`config.mk`:
```
export PLATFORM = sky130hd
export DESIGN_NAME = lsm_sequencer
export DESIGN_NICKNAME = d
export VERILOG_FILES = /design/src/rtl/lsm_sequencer.sv
export SDC_FILE = /design/constraint.sdc
export NUM_CORES = 1
export LEC_CHECK = 0
export BUFFER_PORTS_ARGS = -buffer_cell sky130_fd_sc_hd__buf_4
export CAP_MARGIN = 10
export CORE_MARGIN = 2
export CORE_UTILIZATION = 62
export CTS_CLUSTER_DIAMETER = 30
export DETAILED_ROUTE_END_ITERATION = 7
export PLACE_DENSITY = 0.85
export SETUP_SLACK_MARGIN = 0.4
export SLEW_MARGIN = 20
export SYNTH_ARGS = -nofsm -noshare
export SYNTH_HDL_FRONTEND = slang
export SYNTH_SLANG_ARGS = --single-unit
export TNS_END_PERCENT = 50
```
`constraint.sdc`:
```
create_clock -name i_clk -period 15.1 [get_ports i_clk]
set_input_delay 3.02 -clock i_clk [delete_from_list [all_inputs] [get_ports i_clk]]
set_output_delay 3.02 -clock i_clk [all_outputs]
set_load 0.02 [all_outputs]
```
`src/rtl/lsm_sequencer.sv`:
```
// LDM/STM transfer sequencer: list latch, priority skip, address/writeback gen.
// Optional LSM_EMPTY_LIST_EN: empty list transfers only register NREGS-1.
module lsm_sequencer #(
  parameter int NREGS = 16,
  parameter int RW    = 4,
  parameter int AW    = 32,
  parameter int WSTEP = 4
) (
  input  logic             i_clk,
  input  logic             i_reset,
  input  logic             i_start,
  input  logic             i_ir_23,
  input  logic             i_ir_24,
  input  logic [NREGS-1:0] i_reg_list,
  input  logic [AW-1:0]    i_base_addr,
  input  logic             i_next,
  output logic             o_busy,
  output logic             o_valid,
  output logic [RW-1:0]    o_reg_addr,
  output logic [AW-1:0]    o_mem_addr,
  output logic             o_last,
  output logic             o_done,
  output logic [AW-1:0]    o_wb_addr,
  output logic [RW:0]      o_xfer_count
);

  typedef enum logic [1:0] {
    S_IDLE,
    S_SETUP,
    S_XFER,
    S_DONE
  } state_t;

  localparam logic [NREGS-1:0] ONE  = 1;
  localparam logic [AW-1:0]    STEP = AW'(WSTEP);

  state_t           r_state;
  state_t           w_next_state;
  logic [NREGS-1:0] r_list;
  logic             r_u;
  logic             r_p;
  logic [AW-1:0]    r_base;
  logic [AW-1:0]    r_mem;
  logic [AW-1:0]    r_wb;
  logic [RW:0]      r_count;

  logic [RW:0]      w_cnt;
  logic [RW-1:0]    w_idx;
  logic [NREGS-1:0] w_list_m1;
  logic             w_one_left;
  logic [AW-1:0]    w_na;
  logic [AW-1:0]    w_nw;
  logic [AW-1:0]    w_span_a;
  logic [AW-1:0]    w_span_w;
  logic [AW-1:0]    w_start;
  logic [AW-1:0]    w_wb;

  always_comb begin
    w_cnt = '0;
    for (int i = 0; i < NREGS; i++)
      w_cnt = w_cnt + (RW+1)'(r_list[i]);
  end

  // Scan downward so the lowest set bit wins.
  always_comb begin
    w_idx = '0;
    for (int i = NREGS - 1; i >= 0; i--)
      if (r_list[i]) w_idx = RW'(i);
  end

  assign w_list_m1  = r_list - ONE;
  assign w_one_left = (r_list != '0) &&
                      ((r_list & w_list_m1) == '0);

`ifdef LSM_EMPTY_LIST_EN
  localparam logic [NREGS-1:0] TOPBIT = ONE << (NREGS - 1);
  logic w_empty;
  assign w_empty = (w_cnt == '0);
  assign w_na = w_empty ? AW'(1) : AW'(w_cnt);
  assign w_nw = w_empty ? AW'(NREGS) : AW'(w_cnt);
`else
  assign w_na = AW'(w_cnt);
  assign w_nw = AW'(w_cnt);
`endif

  assign w_span_a = STEP * w_na;
  assign w_span_w = STEP * w_nw;

  always_comb begin
    w_start = r_base;
    unique case (1'b1)
      ( r_u && !r_p): w_start = r_base;
      ( r_u &&  r_p): w_start = r_base + STEP;
      (!r_u && !r_p): w_start = r_base - w_span_a + STEP;
      (!r_u &&  r_p): w_start = r_base - w_span_a;
      default:        w_start = r_base;
    endcase
  end

  assign w_wb = r_u ? r_base + w_span_w
                    : r_base - w_span_w;

  always_comb begin
    w_next_state = r_state;
    unique case (r_state)
      S_IDLE:
        if (i_start) w_next_state = S_SETUP;
      S_SETUP: begin
`ifdef LSM_EMPTY_LIST_EN
        w_next_state = S_XFER;
`else
        if (w_cnt != '0) w_next_state = S_XFER;
        else             w_next_state = S_DONE;
`endif
      end
      S_XFER:
        if (i_next && w_one_left) w_next_state = S_DONE;
      S_DONE:
        w_next_state = S_IDLE;
      default:
        w_next_state = S_IDLE;
    endcase
  end

  always_ff @(posedge i_clk) begin
    if (i_reset) r_state <= S_IDLE;
    else         r_state <= w_next_state;
  end

  always_ff @(posedge i_clk) begin
    if (i_reset) begin
      r_list  <= '0;
      r_u     <= 1'b0;
      r_p     <= 1'b0;
      r_base  <= '0;
      r_mem   <= '0;
      r_wb    <= '0;
      r_count <= '0;
    end else begin
      unique case (r_state)
        S_IDLE:
          if (i_start) begin
            r_list <= i_reg_list;
            r_u    <= i_ir_23;
            r_p    <= i_ir_24;
            r_base <= i_base_addr;
          end
        S_SETUP: begin
          r_count <= w_cnt;
          r_wb    <= w_wb;
          r_mem   <= w_start;
`ifdef LSM_EMPTY_LIST_EN
          if (w_empty) r_list <= TOPBIT;
`endif
        end
        S_XFER:
          if (i_next) begin
            r_list <= r_list & w_list_m1;
            r_mem  <= r_mem + STEP;
          end
        default: ;
      endcase
    end
  end

  assign o_busy       = (r_state != S_IDLE);
  assign o_valid      = (r_state == S_XFER);
  assign o_reg_addr   = o_valid ? w_idx : '0;
  assign o_mem_addr   = o_valid ? r_mem : '0;
  assign o_last       = o_valid && w_one_left;
  assign o_done       = (r_state == S_DONE);
  assign o_wb_addr    = r_wb;
  assign o_xfer_count = r_count;

endmodule
```
==> impl_metrics.json, run 1 <==
{
  "ys_seq_area_share_pct": 24.3,
  "maxCapViolations": 0,
  "crit_type": "reg -> reg",
  "async_reset_ff_share_pct": 0,
  "r2r_end": "r_mem[29]$_SDFFE_PP0P_",
  "die_h_um": 131,
  "die-area_um2": 17100,
  "worstPathRequired_ns": 15.42,
  "fp.coreArea_um2": 15800,
  "setup_viol_count_final": 0,
  "synthFlopType": "dfxtp_1",
  "insertion_delay_ns": 0.43,
  "holdPathStages": 2,
  "ys_warn_count": 0,
  "grt_pass1_vias": 9405,
  "min_to": "r_base[0]$_SDFFE_PP0P_",
  "row_count": 46,
  "tns_ns": 0,
  "period_needed_ns": 7.86,
  "r2r_cells": 21,
  "fill_cells": 1341,
  "finalCritPeriodShare_pct": 52.1,
  "area_growth_syn_to_layout_pct": 14.8,
  "crit_fanout": 17,
  "holdWs_ns": 0.484,
  "wirelength_um": 31800,
  "initial_core_util_pct": 63.0,
  "startpoint_type": "register",
  "r2r_slack_ns": 7.24,
  "crit_path_end_kind": "register",
  "nNetsFinal": 1515,
  "synth_nets": 1466,
  "clkTransAtPathRegs_ns": 0.07,
  "cp.arrival_ns": 8.18,
  "numCtsBuffers": 17,
  "synth_area_leaders": "dfxtp_1, nand2_1, a21oi_1, nor2_1, mux2i_1",
  "cts.sink_count": 121,
  "synth_edf_count": 0,
  "portBuffers": 130,
  "drtIter0Drc": 1285,
  "yosysUniqueCellTypes": 87,
  "dp_hpwl_um": 22800,
  "antenna_left": 0,
  "tightestPinTransition_ns": 1.03,
  "die_w_um": 131,
  "finalHoldViolCount": 0,
  "fin_skew_ns": 0.0227,
  "gp_congestion": 1.02,
  "diodes": 0,
  "post_cts_buffers": 0,
  "synth_area_leader_cell": "dfxtp_1",
  "grt_overflow": 0,
  "syn_area_um2": 9970,
  "grt_max_degree": 86,
  "grt_pass1_wl_um": 50200,
  "ys_ff_latch": 121,
  "wl_per_cell_um": 19.3,
  "maxClockFrequency_mhz": 127,
  "slew_violations": 0,
  "track_usage_pct": 37.0,
  "tritoncts": "built",
  "cts_hold_buf": 0,
  "drtPass1Iterations": 6,
  "r2r-start": "r_list[0]$_SDFFE_PP0P_",
  "syn_avg_cell_area_um2": 7.27,
  "slew_headroom_pct": 30.9,
  "layout-drive-gt1-share_pct": 13.9,
  "synth_top_cell_area_share_pct": 24.3,
  "num_vias": 10700,
  "htreeDepth": 4,
  "io_pins": 131,
  "rsz0062_at_grt": "no",
  "syn-instance-count": 1372,
  "hp-start": "r_base[0]$_SDFFE_PP0P_",
  "drt-vias-per-instance": 6.50,
  "post_cts_resized": 0,
  "drc_errors": 0,
  "outcome": "complete, no violations",
  "antenna_found_initial": 0,
  "cts-root-buf": "clkbuf_16",
  "hold_class": "reg -> reg",
  "clk_path_buf_depth": 2
}
-- sequential cells by signal (all words and copies together) (netlist names) --
name / cells
o_wb_addr: 32
r_base: 32
r_mem: 32
r_list: 16
o_xfer_count: 5
r_state: 2
r_p: 1
r_u: 1
-- cell usage after synthesis, types with 28 or more instances --
library cell and number:
ha_1 28, nand2_1 158, o21ai_0 58, and2_1 31, nand3_1 51, nor2_1 129
xnor2_1 28, inv_1 47, clkbuf_1 86, xor2_1 41, mux2i_1 36, a21oi_1 114
nor3_1 53, dfxtp_1 121
-- area by class of cell --
type | instances | area (um^2) | area share (%)
Tap cell | 216 | 270 | 2.36
Multi-Input combinational cell | 1091 | 6940 | 60.6
Sequential cell | 121 | 2420 | 21.2
Inverter | 49 | 184 | 1.61
Clock buffer | 17 | 425 | 3.72
Clock inverter | 15 | 151 | 1.32
Timing Repair Buffer | 141 | 1060 | 9.25
-- cell usage in the layout, fill, tap and decap left out, drive strengths merged, types with 8 or more instances in the layout --
master and count:
nor3 53, nand2 159, o211ai 11, o22ai 18, fa 12, dfxtp 121
o21ai 62, and3 15, ha 28, a2111oi 8, a221oi 9, a21oi 114
xnor2 28, a21o 14, or4 17, a31oi 17, o21a 11, nor2 129
clkbuf 17, nand3 51, nand4 18, nor2b 12, a22oi 8, or3 22
nor4 23, nand2b 16, buf 141, inv 57, and2 32, mux2i 36
o32ai 9, xor2 41, a211oi 27
-- stage by stage --
step	instance area [um^2]	util [%]	std cells	setup WS, ns
6_report	11400	72.3	1650	7.24
5_1_grt	11400	72.3	1650	6.70
4_1_cts	11400	72.3	1650	7.38
3_5_place_dp	10900	68.6	1618	7.44
3_3_place_gp	10900	68.6	1618	7.70
2_1_floorplan	9970	-	1372	8.64
-- how the worst max path moves through the flow --
| stage | startpoint | endpoint | slack [ns] |
|---|---|---|---|
| after floorplan | r_list[0]$_SDFFE_PP0P_ | r_mem[29]$_SDFFE_PP0P_ | 8.64 |
| after global placement | r_list[5]$_SDFFE_PP0P_ | r_mem[29]$_SDFFE_PP0P_ | 7.70 |
| after detailed placement | r_list[0]$_SDFFE_PP0P_ | r_mem[29]$_SDFFE_PP0P_ | 7.44 |
| after CTS | r_list[0]$_SDFFE_PP0P_ | r_mem[29]$_SDFFE_PP0P_ | 7.38 |
| after global routing | r_list[0]$_SDFFE_PP0P_ | r_mem[29]$_SDFFE_PP0P_ | 6.70 |
| final | r_list[0]$_SDFFE_PP0P_ | r_mem[29]$_SDFFE_PP0P_ | 7.24 |
-- cell families (layout without fill, tap and decap cells) --
family | count (synthesis) | in the layout | share of synthesized area [%]
muxes | 36 | 36 | 3.61
adders and majority gates | 41 | 41 | 6.02
and+or+nand+nor | 574 | 574 | 28.9
DFF | 121 | 121 | 24.3
AOI/OAI and AO/OA | 371 | 371 | 24.8
buffers and inverters | 160 | 222 | 6.30
xor gates and xnor gates | 69 | 69 | 6.06
-- critical path, cell delays in order, from the launching register on --
cell and delay (ns):
dfxtp_1 0.41, fa_1 0.58, inv_1 0.06, fa_1 0.48
fa_1 0.56, fa_1 0.42, inv_1 0.07, ha_1 0.17
inv_1 0.06, fa_1 0.40, xor2_1 0.28, inv_1 0.10
ha_1 0.39, and2b_1 0.25, a2111oi_4 0.88, nor2_1 0.23
mux2i_1 0.19, o21ai_1 0.66, nand4_1 0.54, o21a_1 0.34
or4_1 0.41, a311oi_1 0.29
-- per-layer routing --
metal	up-vias	share of wire, %	GRT usage [%]
li1	5057	-	-
met1	4973	45	54.4
met2	647	43	54.2
met3	49	11	8.27
met4	0	1.8	10.5
met5	-	0	0
Power of run 1 is not shown: default switching activity piles up to over one toggle a cycle in this logic, so the estimate is an artifact.
==> inputs of run 2 (changes only) <==
--- a/config.mk
+++ b/config.mk
@@ -8,10 +8,10 @@
 export BUFFER_PORTS_ARGS = -buffer_cell sky130_fd_sc_hd__buf_4
 export CAP_MARGIN = 10
 export CORE_MARGIN = 2
-export CORE_UTILIZATION = 62
+export CORE_UTILIZATION = 54
 export CTS_CLUSTER_DIAMETER = 30
 export DETAILED_ROUTE_END_ITERATION = 7
-export PLACE_DENSITY = 0.85
+export PLACE_DENSITY = 0.78
 export SETUP_SLACK_MARGIN = 0.4
 export SLEW_MARGIN = 20
 export SYNTH_ARGS = -nofsm -noshare
==> constraint.sdc (replaced) <==
create_clock -name i_clk -period 7.1 [get_ports i_clk]
set_input_delay 1.42 -clock i_clk [delete_from_list [all_inputs] [get_ports i_clk]]
set_output_delay 1.42 -clock i_clk [all_outputs]
set_load 0.02 [all_outputs]
==> run 2 against run 1 <==
  * Critical path depth increased by 2
  * Sequential cell count unchanged
  * Wire length up 8.4%
  * Setup slack got worse by 6.9 ns
  * Cell count grew 4.4%
  * First-iteration DRC count down 7.2%
  * Die area rose by 14%
  * Clock skew is 0.010 ns lower
  * Design area increased by 7.1%
  * Global-route usage is 3.2 points lower
  * Core utilization shrank 4.3 points
  * Largest cell class unchanged
  * Highest routed layer unchanged
==> impl_metrics.json, run 2 (synthesized netlist as in run 1, its figures left out) <==
{
  "num_vias": 11000,
  "crit_path_end_kind": "register",
  "antenna_left": 0,
  "diodes": 0,
  "tightestPinTransition_ns": 0.971,
  "die-area_um2": 19600,
  "grt_pass1_wl_um": 53300,
  "cts-root-buf": "clkbuf_16",
  "initial_core_util_pct": 55.3,
  "numCtsBuffers": 17,
  "fin_skew_ns": 0.0127,
  "htreeDepth": 4,
  "maxClockFrequency_mhz": 147,
  "antenna_found_initial": 0,
  "cts.sink_count": 121,
  "clk_path_buf_depth": 2,
  "drt-vias-per-instance": 6.41,
  "dp_hpwl_um": 24300,
  "holdPathStages": 2,
  "die_w_um": 140,
  "drc_errors": 0,
  "crit_type": "reg -> reg",
  "setup_viol_count_final": 0,
  "fp.coreArea_um2": 18000,
  "drtIter0Drc": 1192,
  "period_needed_ns": 6.78,
  "slew_headroom_pct": 35.0,
  "hold_class": "reg -> reg",
  "drtPass1Iterations": 5,
  "wirelength_um": 34400,
  "r2r_cells": 23,
  "row_count": 49,
  "cts_hold_buf": 0,
  "gp_congestion": 0.993,
  "rsz0062_at_grt": "yes",
  "wl_per_cell_um": 20.0,
  "layout-drive-gt1-share_pct": 20.6,
  "cp.arrival_ns": 7.14,
  "io_pins": 131,
  "nNetsFinal": 1575,
  "outcome": "complete, no violations",
  "grt_max_degree": 86,
  "clkTransAtPathRegs_ns": 0.06,
  "portBuffers": 130,
  "tns_ns": 0,
  "maxCapViolations": 0,
  "layout_common_cells": "buf_4, nand2_1, nor2_1, dfxtp_1, a21oi_1",
  "grt_overflow": 0,
  "finalHoldViolCount": 0,
  "startpoint_type": "register",
  "layout_commonest_cell": "buf_4",
  "die_h_um": 140,
  "crit_fanout": 6,
  "insertion_delay_ns": 0.43,
  "worstPathRequired_ns": 7.46,
  "area_growth_syn_to_layout_pct": 22.9,
  "finalCritPeriodShare_pct": 95.5,
  "slew_violations": 0,
  "tritoncts": "built",
  "grt_pass1_vias": 9706,
  "track_usage_pct": 33.7
}
[run 2: changes by cell type in the layout (fill, tap and decap cells not counted), moves of 4 or more]
| cell | change |
|---|---|
| dfxtp_1 | -4 |
| nor4_1 | -6 |
| inv_6 | -5 |
| buf_4 | +56 |
| nor4_2 | +4 |
| inv_2 | +4 |
| ha_1 | -6 |
| inv_1 | -4 |
[run 2: critical path, cell delays in order, from the launching register on]
cell	delay (ns)
dfxtp_2	0.33
fa_2	0.61
inv_2	0.05
fa_1	0.51
fa_1	0.45
fa_1	0.48
inv_1	0.07
ha_2	0.18
inv_2	0.05
fa_2	0.44
xor2_4	0.19
inv_2	0.08
ha_4	0.25
buf_4	0.15
nor2b_1	0.25
o21ai_1	0.17
xnor2_1	0.40
a31oi_1	0.34
a2111oi_4	0.44
nand4_1	0.27
buf_4	0.24
or3_1	0.36
a31o_1	0.24
a31oi_1	0.13
[run 2: path summary, 6_finish.rpt]
check	start	end	slack (ns)
setup / recovery	r_list[9]$_SDFFE_PP0P_	r_mem[27]$_SDFFE_PP0P_	0.32
hold / removal	r_mem[0]$_SDFFE_PP0P_	r_mem[0]$_SDFFE_PP0P_	0.47
setup reg to reg	r_list[9]$_SDFFE_PP0P_	r_mem[27]$_SDFFE_PP0P_	0.32
hold reg to reg	r_mem[0]$_SDFFE_PP0P_	r_mem[0]$_SDFFE_PP0P_	0.47
[run 2: layout make-up]
type	count	area [um^2]
Clock inverter	14	186
Inverter	49	184
Tap cell	229	287
Timing Repair Buffer	201	1530
Fill cell	1578	5770
Multi-Input combinational cell	1091	7210
Sequential cell	121	2430
Clock buffer	18	429
[run 2: through the flow]
| step | utilization, % | setup slack (ns) | hold WS [ns] | cells | area (um^2) |
|---|---|---|---|---|---|
| 2_1_floorplan | - | 0.640 | 0.442 | 1372 | 9970 |
| 3_3_place_gp | 62.1 | 0.192 | 0.455 | 1672 | 11200 |
| 3_5_place_dp | 62.1 | 0.0924 | 0.459 | 1672 | 11200 |
| 4_1_cts | 65.8 | 0.406 | 0.468 | 1705 | 11900 |
| 5_1_grt | 68.0 | 0.220 | 0.499 | 1723 | 12300 |
| 6_report | 68.0 | 0.320 | 0.469 | 1723 | 12300 |
[run 2: metal layers]
layer  global-route usage, %  share of wire (%)  vias to the layer above
met1                    49.6                 45                     5148
met4                    10.4                2.3                        0
met2                    49.4                 43                      655
li1                        -                  -                     5175
met5                       0                  0                        -
met3                    7.02                 10                       60
[run 2: repair_timing]
| item | CTS | global route |
|---|---|---|
| gates resized for setup | 13 | 57 |
| setup buffers | 1 | 18 |
| pin swaps | 3 | 32 |
| setup endpoints to repair | 18 | 20 |
Power of run 2 is left out for the same reason.
